--- src/rtl/cpu_pkg.sv ---
// Shared ISA constants for the ID stage: opcode/funct encodings, ALU control,
// control-vector bit positions and instruction field cracking.
package cpu_pkg;

  localparam int unsigned XLEN   = 32;
  localparam int unsigned NREGS  = 32;
  localparam int unsigned REGIDX = $clog2(NREGS);

  typedef enum logic [5:0] {
    OP_RTYPE = 6'h00,
    OP_J     = 6'h02,
    OP_BEQ   = 6'h04,
    OP_LB    = 6'h20,
    OP_LW    = 6'h23,
    OP_SB    = 6'h28,
    OP_SW    = 6'h2B
  } opcode_e;

  typedef enum logic [5:0] {
    FN_MUL = 6'h18,
    FN_ADD = 6'h20,
    FN_SUB = 6'h22,
    FN_AND = 6'h24
  } funct_e;

  typedef enum logic [1:0] {
    ALU_ADD = 2'b00,
    ALU_SUB = 2'b01,
    ALU_MUL = 2'b10,
    ALU_AND = 2'b11
  } aluctrl_e;

  localparam int unsigned CB_BRANCH   = 0;
  localparam int unsigned CB_JUMP     = 1;
  localparam int unsigned CB_MEMREAD  = 2;
  localparam int unsigned CB_MEMTOREG = 3;
  localparam int unsigned CB_MEMWRITE = 4;
  localparam int unsigned CB_ALUSRC   = 5;
  localparam int unsigned CB_REGWRITE = 6;
  localparam int unsigned CB_REGDST   = 7;
  localparam int unsigned CB_WORD     = 8;
  localparam int unsigned CB_WIDTH    = 9;

  typedef logic [0:CB_WIDTH-1] ctrl_t;

  typedef struct packed {
    logic [5:0]        opcode;
    logic [REGIDX-1:0] rs;
    logic [REGIDX-1:0] rt;
    logic [REGIDX-1:0] rd;
    logic [5:0]        funct;
    logic [15:0]       imm16;
    logic [25:0]       target;
  } fields_t;

  function automatic fields_t crack(input logic [31:0] instr);
    fields_t f;
    f.opcode = instr[31:26];
    f.rs     = instr[25:21];
    f.rt     = instr[20:16];
    f.rd     = instr[15:11];
    f.funct  = instr[5:0];
    f.imm16  = instr[15:0];
    f.target = instr[25:0];
    return f;
  endfunction

  function automatic logic [XLEN-1:0] signExt16(input logic [15:0] v);
    return {{(XLEN-16){v[15]}}, v};
  endfunction

  function automatic logic [XLEN-1:0] zeroExt26(input logic [25:0] v);
    return {{(XLEN-26){1'b0}}, v};
  endfunction

endpackage

--- src/rtl/decode_stage_if.sv ---
// Bundle between IF/ID, WB and ID/EX as seen by the decode stage.
interface decode_stage_if;
  import cpu_pkg::*;

  logic [31:0]       instruction;
  logic [REGIDX-1:0] writeRegisterWB;
  logic [XLEN-1:0]   writeData;
  logic              regWrite;

  logic [XLEN-1:0]   address;
  logic [1:0]        aluCtrl;
  ctrl_t             controlBits;
  logic [XLEN-1:0]   readData1;
  logic [XLEN-1:0]   readData2;
  logic [REGIDX-1:0] writeRegisterID;

  modport master (
    output instruction, writeRegisterWB, writeData, regWrite,
    input  address, aluCtrl, controlBits, readData1, readData2, writeRegisterID
  );

  modport slave (
    input  instruction, writeRegisterWB, writeData, regWrite,
    output address, aluCtrl, controlBits, readData1, readData2, writeRegisterID
  );
endinterface

--- src/rtl/decode_stage_reg_file.sv ---
// 2R1W architectural register file, asynchronous active-low clear, GPR0 hardwired to 0.
// Build option DECODE_WB_BYPASS_EN forwards the WB write to same-cycle reads.
module reg_file
  import cpu_pkg::*;
#(
  parameter int unsigned NREGS = cpu_pkg::NREGS,
  parameter int unsigned XLEN  = cpu_pkg::XLEN,
  parameter int unsigned AW    = $clog2(NREGS)
) (
  input  logic            clock,
  input  logic            rst,
  input  logic            we,
  input  logic [AW-1:0]   wa,
  input  logic [XLEN-1:0] wd,
  input  logic [AW-1:0]   ra1,
  input  logic [AW-1:0]   ra2,
  output logic [XLEN-1:0] rd1,
  output logic [XLEN-1:0] rd2
);

  logic [XLEN-1:0] mem [NREGS];
  logic [XLEN-1:0] stored1;
  logic [XLEN-1:0] stored2;

  always_ff @(posedge clock or negedge rst) begin
    if (!rst) begin
      for (int unsigned i = 0; i < NREGS; i++) begin
        mem[i] <= '0;
      end
    end else if (we && (wa != '0)) begin
      mem[wa] <= wd;
    end
  end

  always_comb begin
    stored1 = (ra1 == '0) ? '0 : mem[ra1];
    stored2 = (ra2 == '0) ? '0 : mem[ra2];
  end

`ifdef DECODE_WB_BYPASS_EN
  always_comb begin
    rd1 = (we && (wa != '0) && (wa == ra1)) ? wd : stored1;
    rd2 = (we && (wa != '0) && (wa == ra2)) ? wd : stored2;
  end
`else
  always_comb begin
    rd1 = stored1;
    rd2 = stored2;
  end
`endif

endmodule

--- src/rtl/decode_stage.sv ---
// ID stage: combinational instruction decoder plus the architectural register file.
// Optional WB->ID read bypass is selected with DECODE_WB_BYPASS_EN (see reg_file).
module decode_stage
  import cpu_pkg::*;
#(
  parameter int unsigned NREGS = cpu_pkg::NREGS,
  parameter int unsigned XLEN  = cpu_pkg::XLEN
) (
  input logic           clock,
  input logic           rst,
  decode_stage_if.slave bus
);

  fields_t   f;
  ctrl_t     cb;
  aluctrl_e  alu;
  logic [XLEN-1:0] addr;
  logic      rtypeKnown;

  assign f = crack(bus.instruction);

  always_comb begin
    cb         = '0;
    alu        = ALU_ADD;
    rtypeKnown = 1'b0;
    addr       = signExt16(f.imm16);
    case (f.opcode)
      OP_RTYPE: begin
        rtypeKnown = 1'b1;
        case (f.funct)
          FN_ADD:  alu = ALU_ADD;
          FN_SUB:  alu = ALU_SUB;
          FN_MUL:  alu = ALU_MUL;
          FN_AND:  alu = ALU_AND;
          default: rtypeKnown = 1'b0;
        endcase
        if (rtypeKnown) begin
          cb[CB_REGWRITE] = 1'b1;
          cb[CB_REGDST]   = 1'b1;
          cb[CB_WORD]     = 1'b1;
        end
      end
      OP_LW, OP_LB: begin
        cb[CB_MEMREAD]  = 1'b1;
        cb[CB_MEMTOREG] = 1'b1;
        cb[CB_ALUSRC]   = 1'b1;
        cb[CB_REGWRITE] = 1'b1;
        cb[CB_WORD]     = (f.opcode == OP_LW);
      end
      OP_SW, OP_SB: begin
        cb[CB_MEMWRITE] = 1'b1;
        cb[CB_ALUSRC]   = 1'b1;
        cb[CB_WORD]     = (f.opcode == OP_SW);
      end
      OP_BEQ: begin
        alu           = ALU_SUB;
        cb[CB_BRANCH] = 1'b1;
      end
      OP_J: begin
        cb[CB_JUMP] = 1'b1;
        addr        = zeroExt26(f.target);
      end
      default: ;
    endcase
  end

  assign bus.address     = addr;
  assign bus.aluCtrl     = alu;
  assign bus.controlBits = cb;
  // Destination is meaningless without a register write, so it is zeroed for hazard logic.
  assign bus.writeRegisterID = !cb[CB_REGWRITE] ? '0 :
                               (cb[CB_REGDST] ? f.rd : f.rt);

  reg_file #(
    .NREGS (NREGS),
    .XLEN  (XLEN)
  ) u_regFile (
    .clock (clock),
    .rst   (rst),
    .we    (bus.regWrite),
    .wa    (bus.writeRegisterWB),
    .wd    (bus.writeData),
    .ra1   (f.rs),
    .ra2   (f.rt),
    .rd1   (bus.readData1),
    .rd2   (bus.readData2)
  );

endmodule

--- src/flat_wrapper.sv ---
// flat-port wrapper written by rule: the top's interface ports become plain ports
module decode_stage_flat import cpu_pkg::*;
#(
  parameter int unsigned NREGS = cpu_pkg::NREGS,
  parameter int unsigned XLEN  = cpu_pkg::XLEN
)
  (clock, rst, bus_instruction, bus_writeRegisterWB, bus_writeData, bus_regWrite, bus_address, bus_aluCtrl, bus_controlBits, bus_readData1, bus_readData2, bus_writeRegisterID);
  decode_stage_if bus_i ();
  input logic clock;
  input logic rst;
  input wire logic [$bits(bus_i.instruction)-1:0] bus_instruction;
  input wire logic [$bits(bus_i.writeRegisterWB)-1:0] bus_writeRegisterWB;
  input wire logic [$bits(bus_i.writeData)-1:0] bus_writeData;
  input wire logic [$bits(bus_i.regWrite)-1:0] bus_regWrite;
  output wire logic [$bits(bus_i.address)-1:0] bus_address;
  output wire logic [$bits(bus_i.aluCtrl)-1:0] bus_aluCtrl;
  output wire logic [$bits(bus_i.controlBits)-1:0] bus_controlBits;
  output wire logic [$bits(bus_i.readData1)-1:0] bus_readData1;
  output wire logic [$bits(bus_i.readData2)-1:0] bus_readData2;
  output wire logic [$bits(bus_i.writeRegisterID)-1:0] bus_writeRegisterID;
  assign bus_i.instruction = bus_instruction;
  assign bus_i.writeRegisterWB = bus_writeRegisterWB;
  assign bus_i.writeData = bus_writeData;
  assign bus_i.regWrite = bus_regWrite;
  assign bus_address = bus_i.address;
  assign bus_aluCtrl = bus_i.aluCtrl;
  assign bus_controlBits = bus_i.controlBits;
  assign bus_readData1 = bus_i.readData1;
  assign bus_readData2 = bus_i.readData2;
  assign bus_writeRegisterID = bus_i.writeRegisterID;
  decode_stage #(.NREGS(NREGS), .XLEN(XLEN)) u_core (.clock(clock), .rst(rst), .bus(bus_i));
endmodule
--- config.mk ---
export PLATFORM = sky130hd
export DESIGN_NAME = decode_stage_flat
export DESIGN_NICKNAME = d
export VERILOG_FILES = /design/src/rtl/cpu_pkg.sv /design/src/rtl/decode_stage_if.sv /design/src/rtl/decode_stage_reg_file.sv /design/src/rtl/decode_stage.sv /design/src/flat_wrapper.sv
export SDC_FILE = /design/constraint.sdc
export NUM_CORES = 2
export LEC_CHECK = 0
export BUFFER_PORTS_ARGS = -buffer_cell sky130_fd_sc_hd__buf_4
export CAP_MARGIN = 5
export CORE_AREA = 2 2 336 338
export CTS_CLUSTER_SIZE = 8
export DETAILED_ROUTE_END_ITERATION = 10
export DIE_AREA = 0 0 338 340
export HOLD_SLACK_MARGIN = 0.1
export PLACE_DENSITY = 0.69
export SYNTH_ARGS = -nofsm -noshare
export SYNTH_HDL_FRONTEND = slang
export SYNTH_SLANG_ARGS = --single-unit
--- constraint.sdc ---
create_clock -name clock -period 2.1 [get_ports clock]
set_input_delay 0.105 -clock clock [delete_from_list [all_inputs] [get_ports clock]]
set_output_delay 0.105 -clock clock [all_outputs]
set_load 0.005 [all_outputs]
# [Word-level counts from Yosys, hierarchy flattened]
# Cells that the tools add are included.
[classes] multipliers=0 bitwise=3 eq_ne=10 mux=27 reduce_logical=10 div=0 n_shift=0 n_addsub=0 magnitude_cmp=4
[op_table] operator="$bwmux W1024" count=1
[op_table] operator="$bmux W32 S5" count=2
[op_table] operator="$mux W32" count=8
[op_table] operator="$demux W32 S5" count=1
[op_table] operator="$eq A6 B6 Y1 const B" count=7
[op_table] operator="$ge A6 B6 Y1 const B" count=3
[op_table] operator="$not A5 Y6" count=3
[op_table] operator="$logic_not A5 Y1" count=2
[op_table] operator="$mux W5" count=2
[op_table] operator="$reduce_or A4 Y1" count=2
[op_table] operator="$mux W1" count=7
[op_table] operator="$eq A6 B2 Y1 const B" count=1
[op_table] operator="$eq A6 B3 Y1 const B" count=1
[op_table] operator="$eq A6 B5 Y1 const B" count=1
[op_table] operator="$logic_not A6 Y1" count=1
[op_table] operator="$lt A6 B1 Y1 const B" count=1
[op_table] operator="$pmux W2 S3" count=1
[op_table] operator="$reduce_bool A5 Y1" count=1
[op_table] operator="$pmux W2 S2" count=1
[op_table] operator="$reduce_or A2 Y1" count=2
[op_table] operator="$mux W3" count=1
[op_table] operator="$pmux W1 S3" count=1
[op_table] operator="$logic_and A1 B1 Y1" count=2
[op_table] operator="$mux W2" count=1
[op_table] operator="$pmux W1 S2" count=1
[word_totals] latch_bits=0 ramBits=0 inputBits=72 output_inout_bits=112 mem_bits_ro=0 elab_cells=86 mem_count=0 regBits=1024

# [Logic depth before layout (Yosys ltp)]
[depth] word_depth=8 mapped_depth=8 mapped_depth_nobuf=4

# [By module]
# A second synthesis with hierarchy kept.
[unflattened] cells_unflattened=3701 hier_area_um2=54905.2
[by_module_without_submodules] mod="reg_file" cells_per_inst=3621 n_inst=1 seq_area_each_um2=25624.6 area_per_inst_um2=54369.6
[by_module_without_submodules] mod="decode_stage" cells_per_inst=80 n_inst=1 seq_area_each_um2=0.0 area_per_inst_um2=535.5

# [Least setup slack after synthesis]
# No wires, ideal clock.
[synth_timing] path_kind="input port to flip-flop" start="in bus_writeRegisterWB[0]" end="reg u_core.u_regFile.mem[101] (netlist bit)" path_stages=6 slack_ns=0.507 setup_time_ns=0.125 arrival_ns=1.469 path_buffers=3 required_ns=1.975 path_cell_list="clkbuf_1 > nor3_1 > and3_1 > clkbuf_1 > buf_4 > mux2_2"
[synth_between] elab_chain_cells=6 word_cells_on_any_way=9 classes_between="order compare (2); mux (3); bitwise (1); reduce/logical (3)"
[synth_rtl] item="start: declaration" line="flat_wrapper.sv:12" rtl="input wire logic [$bits(bus_i.writeRegisterWB)-1:0] bus_writeRegisterWB;"
[synth_rtl] item="$not A5 Y6 (implied by the code)" line="decode_stage_reg_file.sv:31" rtl="mem[wa] <= wd;"
[synth_rtl] item="$ge A6 B6 Y1 (implied by the code) / $lt A6 B1 Y1 (equally long branches)" line="decode_stage_reg_file.sv:31"
[synth_rtl] item="$logic_and A1 B1 Y1 (implied by the code)" line="decode_stage_reg_file.sv:31"
[synth_rtl] item="$mux W32 (implied by the code)" line="decode_stage_reg_file.sv:31"
[synth_rtl] item="$demux W32 S5" line="decode_stage_reg_file.sv:31"
[synth_rtl] item="$bwmux W1024" line="decode_stage_reg_file.sv:31"
[synth_rtl] item="end signal: indexed assignment" line="decode_stage_reg_file.sv:31"
[synth_rtl] item="end: declaration" line="decode_stage_reg_file.sv:21" rtl="logic [XLEN-1:0] mem [NREGS];"
# Parallel ways exist; a longest one is shown, timed or not.
# A chain may end at the register's enable or synchronous reset.

# [Worst setup path after layout]
[layout_timing] start="reg u_core.u_regFile.mem[843] (netlist bit)" end="out bus_readData1[11]"
[layout_between] elab_chain_cells=4
[layout_rtl] item="$bmux W32 S5" line="decode_stage_reg_file.sv:36" rtl="stored1 = (ra1 == '0) ? '0 : mem[ra1];"
[layout_rtl] item="$mux W32 (implied by the code) (2 in series)" line="decode_stage_reg_file.sv:36"
[layout_rtl] item="$mux W32" line="decode_stage_reg_file.sv:36"
[layout_rtl] item="end: declaration" line="flat_wrapper.sv:18" rtl="output wire logic [$bits(bus_i.readData1)-1:0] bus_readData1;"
# No other way between the ends. The select of a mux whose other input is x is not followed.

==> summary.txt <==
Achievable Freq - 0.383 GHz
Rel. slew slack - 11.4%
die extent in y - 340 µm
gr ovfl total - 0
Fillers - 8,389
syn nets - 3,723
critical-path cell list - mux4_2, mux2i_1, a221o_1, a31oi_1, buf_4, buf_6
Final Max Tran Viols - 0
Worst R2R Setup Slack - 1070 ps
RSZ-0062 raised after global routing - true
run status - finished, violations left
violation count after the first detailed-route iteration - 3,800
Via-to-Cell Ratio - 6.85
dominant cell type by area after synthesis - dfrtp_1
largest registers - u_core.u_regFile.mem x1024
die area - 115,000 µm²
type of the worst setup path - reg -> out
H-tree Lvls - 4
Mapped Area - 55,200 µm²
Worst Path Max Fanout - 3
Worst Path Required - 2000 ps
register bit total from synthesis - 1,024
Tcrit/Tclk final - 124%
critical path's slowest cell - mux4_2
YS warnings - 0
Hold Crit Class - in -> async
Clock Latency Late Sink - 730 ps
commonest cells in the synthesized netlist - dfrtp_1 (1,024), mux2_2 (1,013), mux4_2 (432)
TritonCTS buffer count - 146
top-count cell post-synth - dfrtp_1
largest net degree at the start of global routing - 118
vias - 37,203
core area - 112,000 µm²
clock sink count - 1,024
Pwr Total - 60.7 mW
final setup fails - 64
CP top delay family - multiplexers
Cell Rows - 123
Worst Path Arrival - 2500 ps
# IOs - 184
area share of the leading cell type in the synthesized netlist - 46.4%
Placement Cell Area - 60,500 µm²
DR DRC count - 0
clock period minus worst slack - 2610 ps
Die Width - 338 µm
Post-Syn Instances - 3,651
Total Routing Usage GR - 32.0%
routability cong. - 0.857
Worst Skew - 0 ps
Area contributors post-synth - dfrtp_1 (46%), mux2_2 (21%), mux4_2 (18%), mux2i_1 (3.5%), buf_2 (1.3%)
Max VDD drop - 0.873 mV
slowest cell delay on critical path - 470 ps
CP Capture Type - primary output
async set or reset register ratio after synthesis - 100%
MaxCap Viol Count - 0
r2r endpoint - u_core.u_regFile.mem[541]$_DFFE_PN0P_
Power Density - 918 nW/µm²
Bufs and invs on worst path - 2
Leakage - 28.7 nW
detailed-placement wirelength estimate - 113,000 µm
drt total wl - 181,000 µm
FF-to-FF path depth - 3
RR Startpoint - u_core.u_regFile.mem[541]$_DFFE_PN0P_
CTS tree - done
ys flop type - dfrtp_1
post-route insts no fill - 5,432
# nets final - 3,981
share of cells above drive strength 1 - 59.9%
sequential area share after synthesis - 46.4%
max reg flops - 1,024
antenna violations before repair - 9
drt pass-1 iters - 5
Slew @ Worst Pin - 1330 ps
port buffer count - 173
Place WS - -324 ps
Top reg by flops - u_core.u_regFile.mem
failing checks - setup timing
clock tree buffer depth - 3
Routed wire per std cell - 33.3 µm
DP Cell Count - 5,213
number of flops mapped to enable cells by yosys - 0
area grow syn2layout - 19.7%
Starting Density - 49.5%
Final ANT Viol Nets - 0
CTS clk-pin slew, worst paths - 50 ps
first-pass GRT wire length - 267,000 µm
Distinct cells, synth - 57
final setup margin - -509 ps
Syn Area/Cell - 15.1 µm²
CP Launch Type - flop
Post-Layout Inst Area - 66,100 µm²
vias in the first global route - 38,599
endpoints failing hold - 0
root buffer cell - clkbuf_16
==> timing repair <==
| item | 4_1_cts | 5_1_grt |
|---|---|---|
| endpoints found under the setup margin | 64 | 64 |
| pin swaps | 46 | 43 |
| hold buffers | 34 | 0 |
| gates resized for setup | 192 | 71 |
| setup buffers | 15 | 10 |
| endpoints found under the hold margin | 2016 | 0 |
==> per-layer routing <==
layer / track usage (%) / share of wire (%) / vias up
met3: 7.27 / 9.2 / 524
met4: 14.6 / 5.0 / 6
met2: 48.6 / 46 / 2026
met1: 44.0 / 40 / 20016
met5: 0 / 0.028 / -
li1: - / - / 14631
==> stage by stage <==
stage | util, % | TNS, ps | hold slack [ps]
final | 59.2 | -22780 | 146
after global placement | 54.2 | -2400 | 43.4
after floorplan | - | 0 | -191
after CTS | 58.8 | -24330 | 108
after detailed placement | 54.2 | -2340 | 47.3
after global routing | 59.2 | -26540 | 136
==> layout make-up <==
type                            instances  area (µm²)  share of cell area, %
Tap cell                             1500        1880                   2.84
Multi-Input combinational cell       2170       28400                   43.0
Clock inverter                         12         146                  0.221
Clock buffer                          151        3740                   5.65
Inverter                                2        12.5                 0.0189
Antenna cell                            8        20.0                 0.0303
Timing Repair Buffer                  565        6270                   9.49
Sequential cell                      1024       25600                   38.8
==> cell usage in the layout, fill, tap and decap left out, types with 13 or more instances in the layout <==
master            n
a211oi_2         23
a221o_1          31
a221oi_1         47
a22oi_1          45
a22oi_2          19
a311oi_2         23
a31oi_1          20
buf_12          145
buf_4           356
buf_6            25
clkbuf_16       149
dfrtp_1        1024
dlygate4sd3_1    34
mux2_2          988
mux2_4           25
mux2i_1         174
mux2i_2          15
mux4_2          433
nand2_1          27
nor2_4           15
nor2b_1          32
nor2b_4          13
o21ai_0          22
o21ai_1          29
o21ai_2          22
==> worst min-delay path, delay by kind of cell <==
kind	cells	cell delay, ps
buffers and inverters	3	1140
==> how the worst max path moves through the flow <==
stage	start	to	slack [ps]	cells past startpoint
detailed placement	bus_instruction[16]	bus_readData2[11]	-320	9
global placement	bus_instruction[19]	bus_readData2[11]	-270	9
finish	u_core.u_regFile.mem[843]$_DFFE_PN0P_	bus_readData1[11]	-510	6
CTS	u_core.u_regFile.mem[786]$_DFFE_PN0P_	bus_readData1[18]	-510	6
global route	u_core.u_regFile.mem[843]$_DFFE_PN0P_	bus_readData1[11]	-570	6
floorplan	bus_writeRegisterWB[0]	u_core.u_regFile.mem[101]$_DFFE_PN0P_	510	6
==> cell families after synthesis <==
| logic type | after synthesis | share of synthesized area [%] |
|---|---|---|
| buffers and inverters | 457 | 4.65 |
| DFF | 1024 | 46.4 |
| muxes | 1664 | 42.7 |
| and+or+nand+nor | 144 | 1.35 |
| xor gates and xnor gates | 2 | 0.0317 |
| AOI/OAI and AO/OA | 360 | 4.81 |
==> where the power goes <==
group | internal (mW) | total [mW] | switching, mW
combinational | 8.08 | 13.3 | 5.22
sequential | 23.5 | 26.5 | 2.94
clock | 12.5 | 20.9 | 8.44
No activity file was read; power rests on OpenSTA's default activity.
